<file path="src/rtl/dfe_pkg.sv">
// ============================================================================
// Module      : dfe_pkg
// Description : Shared types and default constants for the DFE sequencer.
// Revision    : 1.0 - initial release
// ============================================================================
`default_nettype none

package dfe_pkg;

    localparam int DFE_DATA_BW        = 8;
    localparam int DFE_WARMUP_SAMPLES = 4;
    localparam int DFE_FRAME_LEN      = 50;

    typedef enum logic [1:0] {
        IDLE   = 2'd0,
        WARMUP = 2'd1,
        RUN    = 2'd2,
        DRAIN  = 2'd3
    } dfe_state_t;

endpackage

`default_nettype wire

</file>
<file path="src/rtl/dfe_sequencer_if.sv">
// ============================================================================
// Module      : dfe_sequencer_if
// Description : Decimator input strobe and framed valid/ready output stream.
//               Signal suffixes are from the sequencer's point of view.
// Revision    : 1.0 - initial release
// ============================================================================
`default_nettype none

interface dfe_sequencer_if #(
    parameter int DATA_BW = 8
);
    logic [DATA_BW-1:0] dec_data_i;
    logic               dec_valid_i;
    logic [DATA_BW-1:0] data_o;
    logic               valid_o;
    logic               last_o;
    logic               ready_i;

    // Sequencer side
    modport slave (
        input  dec_data_i, dec_valid_i, ready_i,
        output data_o, valid_o, last_o
    );

    // Decimator / consumer side
    modport master (
        output dec_data_i, dec_valid_i, ready_i,
        input  data_o, valid_o, last_o
    );
endinterface

`default_nettype wire

</file>
<file path="src/rtl/dfe_hold_reg.sv">
// ============================================================================
// Module      : dfe_hold_reg
// Description : One-entry valid/ready holding register (data + last flag)
//               with sticky overflow on samples that find it full.
// Revision    : 1.0 - initial release
// ============================================================================
`default_nettype none

module dfe_hold_reg #(
    parameter int DATA_BW = 8
) (
    input  wire logic               clk_i,
    input  wire logic               rst_i,
    input  wire logic               clr_ovf_i,
    input  wire logic               load_i,
    input  wire logic [DATA_BW-1:0] data_i,
    input  wire logic               last_i,
    input  wire logic               ready_i,
    output logic      [DATA_BW-1:0] data_o,
    output logic                    valid_o,
    output logic                    last_o,
    output logic                    overflow_o,
    output logic                    loaded_o,
    output logic                    accept_o
);

    logic [DATA_BW-1:0] data_q;
    logic               valid_q;
    logic               last_q;
    logic               ovf_q;

    // A slot frees up in the same cycle the consumer takes the held sample
    assign accept_o = valid_q & ready_i;
    assign loaded_o = load_i & (~valid_q | ready_i);

    // Load / accept / overflow bookkeeping; held data stays put while stalled
    always_ff @(posedge clk_i or posedge rst_i) begin
        if (rst_i) begin
            data_q  <= '0;
            valid_q <= 1'b0;
            last_q  <= 1'b0;
            ovf_q   <= 1'b0;
        end else begin
            if (loaded_o) begin
                data_q  <= data_i;
                valid_q <= 1'b1;
                last_q  <= last_i;
            end else if (accept_o) begin
                valid_q <= 1'b0;
                last_q  <= 1'b0;
            end
            if (clr_ovf_i) begin
                ovf_q <= 1'b0;
            end else if (load_i && !loaded_o) begin
                ovf_q <= 1'b1;
            end
        end
    end

    assign data_o     = data_q;
    assign valid_o    = valid_q;
    assign last_o     = last_q;
    assign overflow_o = ovf_q;

endmodule

`default_nettype wire

</file>
<file path="src/rtl/dfe_sequencer.sv">
// ============================================================================
// Module      : dfe_sequencer
// Description : Sequences the CIC/decimator chain: enable control, warm-up
//               discard, framing with valid/ready output and graceful stop.
//               Optional macro DFE_SEQ_FRAME_CNT_EN builds the completed-frame
//               counter; otherwise frame_count_o is tied to zero.
// Revision    : 1.0 - initial release
// ============================================================================
`default_nettype none

module dfe_sequencer
    import dfe_pkg::*;
#(
    parameter int DATA_BW        = DFE_DATA_BW,
    parameter int WARMUP_SAMPLES = DFE_WARMUP_SAMPLES,
    parameter int FRAME_LEN      = DFE_FRAME_LEN
) (
    input  wire logic        clk_i,
    input  wire logic        rst_i,
    input  wire logic        start_i,
    input  wire logic        stop_i,
    output logic             en_o,
    output logic             busy_o,
    output logic             overflow_o,
    output logic [15:0]      frame_count_o,
    dfe_sequencer_if.slave   bus
);

    localparam int WU_W  = (WARMUP_SAMPLES > 1) ? $clog2(WARMUP_SAMPLES) : 1;
    localparam int IDX_W = $clog2(FRAME_LEN);
    localparam logic [WU_W-1:0]  WU_LAST  = WU_W'(WARMUP_SAMPLES - 1);
    localparam logic [IDX_W-1:0] IDX_LAST = IDX_W'(FRAME_LEN - 1);

    dfe_state_t       state_q, state_d;
    logic [WU_W-1:0]  wu_cnt_q, wu_cnt_d;
    logic [IDX_W-1:0] idx_q, idx_d;
    logic             active_q;
    logic             start_clr;
    logic             load_req;
    logic             loaded;
    logic             accept;

    // Holding register owns the handshake and overflow flag
    dfe_hold_reg #(
        .DATA_BW (DATA_BW)
    ) u_hold (
        .clk_i      (clk_i),
        .rst_i      (rst_i),
        .clr_ovf_i  (start_clr),
        .load_i     (load_req),
        .data_i     (bus.dec_data_i),
        .last_i     (idx_q == IDX_LAST),
        .ready_i    (bus.ready_i),
        .data_o     (bus.data_o),
        .valid_o    (bus.valid_o),
        .last_o     (bus.last_o),
        .overflow_o (overflow_o),
        .loaded_o   (loaded),
        .accept_o   (accept)
    );

    // Next-state, counter updates and load request
    always_comb begin
        state_d   = state_q;
        wu_cnt_d  = wu_cnt_q;
        idx_d     = idx_q;
        start_clr = 1'b0;
        load_req  = 1'b0;
        case (state_q)
            IDLE: begin
                if (start_i) begin
                    state_d   = WARMUP;
                    wu_cnt_d  = '0;
                    idx_d     = '0;
                    start_clr = 1'b1;
                end
            end
            WARMUP: begin
                if (stop_i) begin
                    state_d = IDLE;
                end else if (bus.dec_valid_i) begin
                    if (wu_cnt_q == WU_LAST) begin
                        state_d  = RUN;
                        wu_cnt_d = '0;
                    end else begin
                        wu_cnt_d = wu_cnt_q + 1'b1;
                    end
                end
            end
            RUN: begin
                load_req = bus.dec_valid_i;
                if (stop_i) begin
                    state_d = DRAIN;
                end
            end
            DRAIN: begin
                // The frame's final sample leaving ends the run; a sample
                // arriving alongside it is silently discarded.
                if (accept && bus.last_o) begin
                    state_d = IDLE;
                end else begin
                    load_req = bus.dec_valid_i;
                end
            end
            default: state_d = IDLE;
        endcase
        if (loaded) begin
            idx_d = (idx_q == IDX_LAST) ? '0 : idx_q + 1'b1;
        end
    end

    // State, counters and registered enable
    always_ff @(posedge clk_i or posedge rst_i) begin
        if (rst_i) begin
            state_q  <= IDLE;
            wu_cnt_q <= '0;
            idx_q    <= '0;
            active_q <= 1'b0;
        end else begin
            state_q  <= state_d;
            wu_cnt_q <= wu_cnt_d;
            idx_q    <= idx_d;
            active_q <= (state_d != IDLE);
        end
    end

    assign en_o   = active_q;
    assign busy_o = active_q;

`ifdef DFE_SEQ_FRAME_CNT_EN
    logic [15:0] frame_cnt_q;

    // Completed frames: counts accepted last samples, wraps naturally
    always_ff @(posedge clk_i or posedge rst_i) begin
        if (rst_i) begin
            frame_cnt_q <= '0;
        end else if (start_clr) begin
            frame_cnt_q <= '0;
        end else if (accept && bus.last_o) begin
            frame_cnt_q <= frame_cnt_q + 16'd1;
        end
    end

    assign frame_count_o = frame_cnt_q;
`else
    assign frame_count_o = '0;
`endif

endmodule

`default_nettype wire
</file>
<file path="src/flat_wrapper.sv">
// flat-port wrapper written by rule: the top's interface ports become plain ports
module dfe_sequencer_flat import dfe_pkg::*;
#(
    parameter int DATA_BW        = DFE_DATA_BW,
    parameter int WARMUP_SAMPLES = DFE_WARMUP_SAMPLES,
    parameter int FRAME_LEN      = DFE_FRAME_LEN
)
  (clk_i, rst_i, start_i, stop_i, en_o, busy_o, overflow_o, frame_count_o, bus_dec_data_i, bus_dec_valid_i, bus_ready_i, bus_data_o, bus_valid_o, bus_last_o);
  dfe_sequencer_if #(.DATA_BW(DATA_BW)) bus_i ();
  input  wire logic clk_i;
  input  wire logic rst_i;
  input  wire logic start_i;
  input  wire logic stop_i;
  output logic en_o;
  output logic busy_o;
  output logic overflow_o;
  output logic [15:0] frame_count_o;
  input wire logic [$bits(bus_i.dec_data_i)-1:0] bus_dec_data_i;
  input wire logic [$bits(bus_i.dec_valid_i)-1:0] bus_dec_valid_i;
  input wire logic [$bits(bus_i.ready_i)-1:0] bus_ready_i;
  output wire logic [$bits(bus_i.data_o)-1:0] bus_data_o;
  output wire logic [$bits(bus_i.valid_o)-1:0] bus_valid_o;
  output wire logic [$bits(bus_i.last_o)-1:0] bus_last_o;
  assign bus_i.dec_data_i = bus_dec_data_i;
  assign bus_i.dec_valid_i = bus_dec_valid_i;
  assign bus_i.ready_i = bus_ready_i;
  assign bus_data_o = bus_i.data_o;
  assign bus_valid_o = bus_i.valid_o;
  assign bus_last_o = bus_i.last_o;
  dfe_sequencer #(.DATA_BW(DATA_BW), .WARMUP_SAMPLES(WARMUP_SAMPLES), .FRAME_LEN(FRAME_LEN)) u_core (.clk_i(clk_i), .rst_i(rst_i), .start_i(start_i), .stop_i(stop_i), .en_o(en_o), .busy_o(busy_o), .overflow_o(overflow_o), .frame_count_o(frame_count_o), .bus(bus_i));
endmodule
</file>
<file path="config.mk">
export PLATFORM = sky130hd
export DESIGN_NAME = dfe_sequencer_flat
export DESIGN_NICKNAME = d
export VERILOG_FILES = /design/src/rtl/dfe_pkg.sv /design/src/rtl/dfe_sequencer_if.sv /design/src/rtl/dfe_hold_reg.sv /design/src/rtl/dfe_sequencer.sv /design/src/flat_wrapper.sv
export SDC_FILE = /design/constraint.sdc
export NUM_CORES = 1
export LEC_CHECK = 0
export CORE_MARGIN = 5
export CORE_UTILIZATION = 44
export CTS_CLUSTER_DIAMETER = 100
export CTS_CLUSTER_SIZE = 28
export DETAILED_ROUTE_END_ITERATION = 6
export PLACE_DENSITY = 0.85
export SLEW_MARGIN = 20
export SYNTH_ARGS = -nofsm -noshare
export SYNTH_HDL_FRONTEND = slang
export SYNTH_SLANG_ARGS = --single-unit
export TNS_END_PERCENT = 10
</file>
<file path="constraint.sdc">
create_clock -name clk_i -period 2.4 [get_ports clk_i]
set_clock_uncertainty 0.15 [all_clocks]
set_input_delay 0.48 -clock clk_i [delete_from_list [all_inputs] [get_ports clk_i]]
set_output_delay 0.48 -clock clk_i [all_outputs]
set_load 0.01 [all_outputs]
</file>
==> results of run 1 <==
==> layer usage <==
metal / GRT usage (%) / vias up / routed length (um)
met5: 0 / - / 0
met4: 5.15 / 0 / 19
met3: 4.75 / 4 / 230
met2: 21.4 / 42 / 1190
met1: 15.4 / 422 / 878
li1: - / 427 / -
==> area by class of cell <==
cell class / count / share of cell area [%]
clock buffer: 3 / 1.55
inverter: 5 / 1.29
multi-input combinational: 80 / 36.2
sequential: 22 / 37.9
tap: 30 / 2.58
timing repair buffer: 31 / 20.5
==> cell usage in the layout (no fill, tap or decap), types with 3 or more instances in the layout <==
cell type	instances
nand2_1	7
conb_1	16
clkbuf_4	3
ha_1	3
nor2_1	6
dfrtp_1	22
buf_4	5
a31oi_1	3
inv_1	5
clkdlybuf4s50_1	26
nand3_1	5
nor2b_1	3
mux2_2	10
==> per-stage QoR <==
stage / hold WS [ns] / area (um2)
6_report: 0.355 / 1450
3_5_place_dp: 0.345 / 1430
2_1_floorplan: 0.302 / 1240
3_3_place_gp: 0.332 / 1430
4_1_cts: 0.356 / 1450
5_1_grt: 0.364 / 1450
==> state kept, by name (all words and copies together) (netlist names) <==
signal	count
u_core.busy_o	1
u_core.u_hold.valid_o	1
u_core.state_q	2
u_core.u_hold.data_o	8
u_core.u_hold.last_o	1
u_core.idx_q	6
u_core.u_hold.overflow_o	1
u_core.wu_cnt_q	2
==> worst max path at each step <==
stage                                    to  slack, ns  cells after the start
finish                          bus_valid_o       0.46                      1
global route                    bus_valid_o       0.39                      1
CTS                             bus_valid_o       0.44                      1
detailed placement          u_core.idx_q[3]       0.17                      6
global placement            u_core.idx_q[3]       0.21                      6
floorplan           u_core.u_hold.data_o[0]       0.66                      4
==> report_power, final <==
group,switching [W],total [W],internal [W],leakage (nW)
sequential,0.000110,0.000613,0.000503,0.284
combinational,0.000291,0.000672,0.000381,0.352
clock,0.000101,0.000159,0.0000584,0.0138
total,0.000502,0.00144,0.000942,0.649
==> kinds of logic (layout without fill, tap and decap cells) <==
| group | after synthesis | after routing | share of synthesized area (%) |
|---|---|---|---|
| AND/OR/NAND/NOR | 30 | 30 | 13.5 |
| buffers and inverters | 24 | 39 | 13.8 |
| flip-flops | 22 | 22 | 46.6 |
| AO/OA/AOI/OAI | 20 | 20 | 12.3 |
| multiplexers | 11 | 11 | 10.4 |
| adder cells (fa/ha/maj) | 3 | 3 | 3.17 |
| other | 1 | 16 | 0.317 |
==> results.yml, run 1 <==
worst_setup_path:
  crit_chain: "clkdlybuf4s50_1"
  cp-start-kind: "flop"
  setup.worst_path.end_class: "primary output"
  r2r_setup_slack_ns: 0.62
  worstReg2RegStart: "u_core.state_q[1]"
  crit_family: "buffers and inverters"
  arrival_ns: 1.31
  crit_type: "flop to primary output"
  slowest_stage: "clkdlybuf4s50_1"
  r2r-end: "u_core.idx_q[3]"
  cp-startpoint: "u_core.u_hold.valid_o"
  reg2reg_depth: 5
  crit_fanout: 6
  critPathRequiredTime_ns: 1.77
  path_buf_inv: 1
  cp_slowest_stage_delay_ns: 0.57
synthesis:
  async_reset_ff_share_pct: 100
  synth.area.top_cells: "dfrtp_1 (47%), buf_4 (11%), mux2_2 (9.5%)"
  yosysWarnings: 0
  synth.top_cell.area_share_pct: 46.6
  yosysSeqAreaShare_pct: 46.6
  synth-edff-count: 0
  ys_types: 33
  synth-seq-cells: 22
  synth_area_per_cell_um2: 10.7
  synth.cell_area_mm2: 0.00118
  yosysMostFrequentCell: "dfrtp_1"
  yosys-top-cells-count: "dfrtp_1 (22), buf_4 (17), mux2_2 (10)"
  ys.flop_type: "dfrtp_1"
  yosys.area.top_type: "dfrtp_1"
  syn-instance-count: 111
power_and_ir_drop:
  p_per_area_mw_per_mm2: 994
  power_w: 0.00144
  p_leak_nw: 0.649
  ir_worst_vdd_mv: 0.713
clocking:
  cts_buffers: 3
  post_cts_buffers: 0
  clk-insertion-delay-late_ns: 0.30
  clk_pin_slew_ns: 0.12
  htree_levels: 1
  cts.sinks: 22
  cts_buffer_depth: 2
  root_buffer: "clkbuf_4"
  post_cts_resized: 0
  ctsHoldBuffers: 0
  cts_tree: "built"
sta:
  final.min_clock_period_ns: 1.94
  timing.final.crit_share_pct: 80.7
  setup_viol: 0
  timing.final.ws_setup_ns: 0.464
  finalHoldViolCount: 0
  rsz0062_at_grt: "no"
  fmax_mhz: 517
  slew_viol_final: 0
  setup_tns_ns: 0
drt:
  drt_iter0_drc: 27
  vias: 895
  ant_nets: 0
  drc: 0
  firstDrtPassIters: 4
  totalWireLength_mm: 2.31
  viasPerCell: 5.23
  wl_per_cell_um: 13.5
floorplan:
  design.die.area_mm2: 0.00382
  initial_utilization_pct: 46.9
  core_area_mm2: 0.00252
  die_w_um: 61.8
  fp.dieH_um: 61.8
  num_rows: 18
  ios: 43
run:
  drv_cap: 0
global_routing:
  grt-ovfl-total: 0
  grt_pass1_vias: 853
  grt_pass1_wl_mm: 3.66
  grt_max_degree: 23
  grt_usage_pct: 13.0
  antenna_found_initial: 0
finish:
  fill_cells: 214
  multi_input_area_um2: 526
  final_util_pct: 57.6
  final-seq-area_um2: 551
  fin_nets: 160
  area_delta_synth_final_pct: 22.9
  fin_cells: 171
  drive_gt1_share_pct: 14.9
  insertedDiodeCount: 0
placed_design:
  preCtsSetupSlack_ns: 0.166
  gp_congestion: 0.863
  dpl.cell_count: 168
  place_hpwl_mm: 1.85
  portBuffers: 26
min_path:
  min_path_type: "input port to async pin"
status:
  outcome: "completed"
No activity file was read; power rests on OpenSTA's default activity.
==> inputs of run 2 (changes only) <==
clock period = 1.9 ns   (was 2.4 ns; I/O delays follow)
==> results.yml, run 2 (synthesis results as in run 1) <==
floorplan:
  ios: 43
  design.die.area_mm2: 0.00382
  die_w_um: 61.8
  num_rows: 18
  fp.dieH_um: 61.8
  core_area_mm2: 0.00252
  initial_utilization_pct: 46.9
sta:
  slew_viol_final: 0
  final.min_clock_period_ns: 1.82
  setup_viol: 0
  fmax_mhz: 548
  rsz0062_at_grt: "no"
  timing.final.crit_share_pct: 96.0
  setup_tns_ns: 0
  finalHoldViolCount: 0
finish:
  insertedDiodeCount: 0
  fin_cells: 177
  layout_commonest_cell: "clkdlybuf4s50_1"
  largest_reg_flops: 8
  area_delta_synth_final_pct: 29.8
  multi_input_area_um2: 526
  final-seq-area_um2: 551
  final_cell_mix: "clkdlybuf4s50_1 (25), dfrtp_1 (22), conb_1 (16), mux2_2 (10), buf_4 (9)"
  drive_gt1_share_pct: 18.4
  fill_cells: 211
  fin_nets: 165
global_routing:
  grt_max_degree: 23
  grt-ovfl-total: 0
  grt_pass1_wl_mm: 3.93
  met2_usage_pct: 22.0
  gr-max-usage-layer: "met2"
  grtUsageMet3_pct: 4.55
  grt_pass1_vias: 931
  grt_usage_pct: 13.9
  grtUsageMet1_pct: 16.9
  antenna_found_initial: 0
worst_setup_path:
  crit_type: "flop to primary output"
  arrival_ns: 1.29
  crit_chain: "clkdlybuf4s50_1"
  path_buf_inv: 1
  slowest_stage: "clkdlybuf4s50_1"
  worstReg2RegStart: "u_core.state_q[0]"
  setup.worst_path.end_class: "primary output"
  crit_fanout: 5
  crit_family: "buffers and inverters"
  cp_slowest_stage_delay_ns: 0.56
  r2r_setup_slack_ns: 0.17
  cp-start-kind: "flop"
  r2r-end: "u_core.u_hold.data_o[1]"
  critPathRequiredTime_ns: 1.37
  reg2reg_depth: 4
clocking:
  cts_tree: "built"
  root_buffer: "clkbuf_4"
  cts_buffer_depth: 2
  cts_buffers: 3
  htree_levels: 1
  clk_pin_slew_ns: 0.13
  clk-insertion-delay-late_ns: 0.31
  cts.sinks: 22
placed_design:
  dpl.cell_count: 172
  portBuffers: 26
  gp_congestion: 0.854
  place_hpwl_mm: 1.90
drt:
  ant_nets: 0
  totalWireLength_mm: 2.39
  wl_per_cell_um: 13.5
  drt_iter0_drc: 20
  firstDrtPassIters: 4
  viasPerCell: 5.14
  drc: 0
  vias: 909
power_and_ir_drop:
  power_w: 0.00202
  ir_worst_vdd_mv: 0.914
  p_per_area_mw_per_mm2: 1320
  p_leak_nw: 0.705
run:
  drv_cap: 0
min_path:
  min_path_type: "input port to async pin"
status:
  outcome: "completed"
## run 2: cell types whose count changed in the layout (fill, tap and decap cells not counted)
cell | previous run | this run
buf_12 | 0 | 1
buf_4 | 5 | 9
bufinv_16 | 0 | 1
clkdlybuf4s50_1 | 26 | 25
dlymetal6s2s_1 | 0 | 1
## run 2: metrics by stage
stage	utilization, %	hold slack (ns)	setup slack, ns	cell area [um2]
6_report	60.9	0.246	0.0753	1540
5_1_grt	60.9	0.257	0.0149	1540
4_1_cts	60.5	0.250	0.0336	1530
3_5_place_dp	58.4	0.336	-0.146	1470
3_3_place_gp	58.4	0.323	-0.0886	1470
2_1_floorplan	-	0.219	0.156	1240
## run 2: where the power goes
group / switching (W) / internal [W] / leakage (nW)
Combinational: 0.000373 / 0.000515 / 0.394
Clock: 0.000147 / 0.000213 / 0.0279
Sequential: 0.000142 / 0.000635 / 0.284
Total: 0.000661 / 0.00136 / 0.705
## run 2: worst max path at each step
stage	slack, ns	depth (start not counted)	end	start
2_1_floorplan	0.16	4	u_core.u_hold.data_o[0]	u_core.u_hold.last_o
3_3_place_gp	-0.09	5	u_core.idx_q[3]	start_i
3_5_place_dp	-0.15	5	u_core.idx_q[3]	start_i
4_1_cts	0.03	1	bus_valid_o	u_core.u_hold.valid_o
5_1_grt	0.01	1	bus_last_o	u_core.u_hold.last_o
6_report	0.08	1	bus_last_o	u_core.u_hold.last_o
## run 2: cell type report
| class | instances | area share (%) |
|---|---|---|
| Sequential cell | 22 | 35.9 |
| Multi-Input combinational cell | 80 | 34.2 |
| Timing Repair Buffer | 36 | 22.8 |
| Tap cell | 30 | 2.44 |
| Clock inverter | 1 | 1.96 |
| Clock buffer | 3 | 1.47 |
| Inverter | 5 | 1.22 |
## run 2: what timing repair did
item	CTS	global route
setup buffers	0	1
hold buffers	0	0
gates resized for setup	0	1
endpoints found under the setup margin	0	1
## run 2: routing by layer
metal,up-vias,wire (um)
met2,38,1140
met1,432,965
met5,-,0
li1,433,-
met3,6,210
met4,0,69
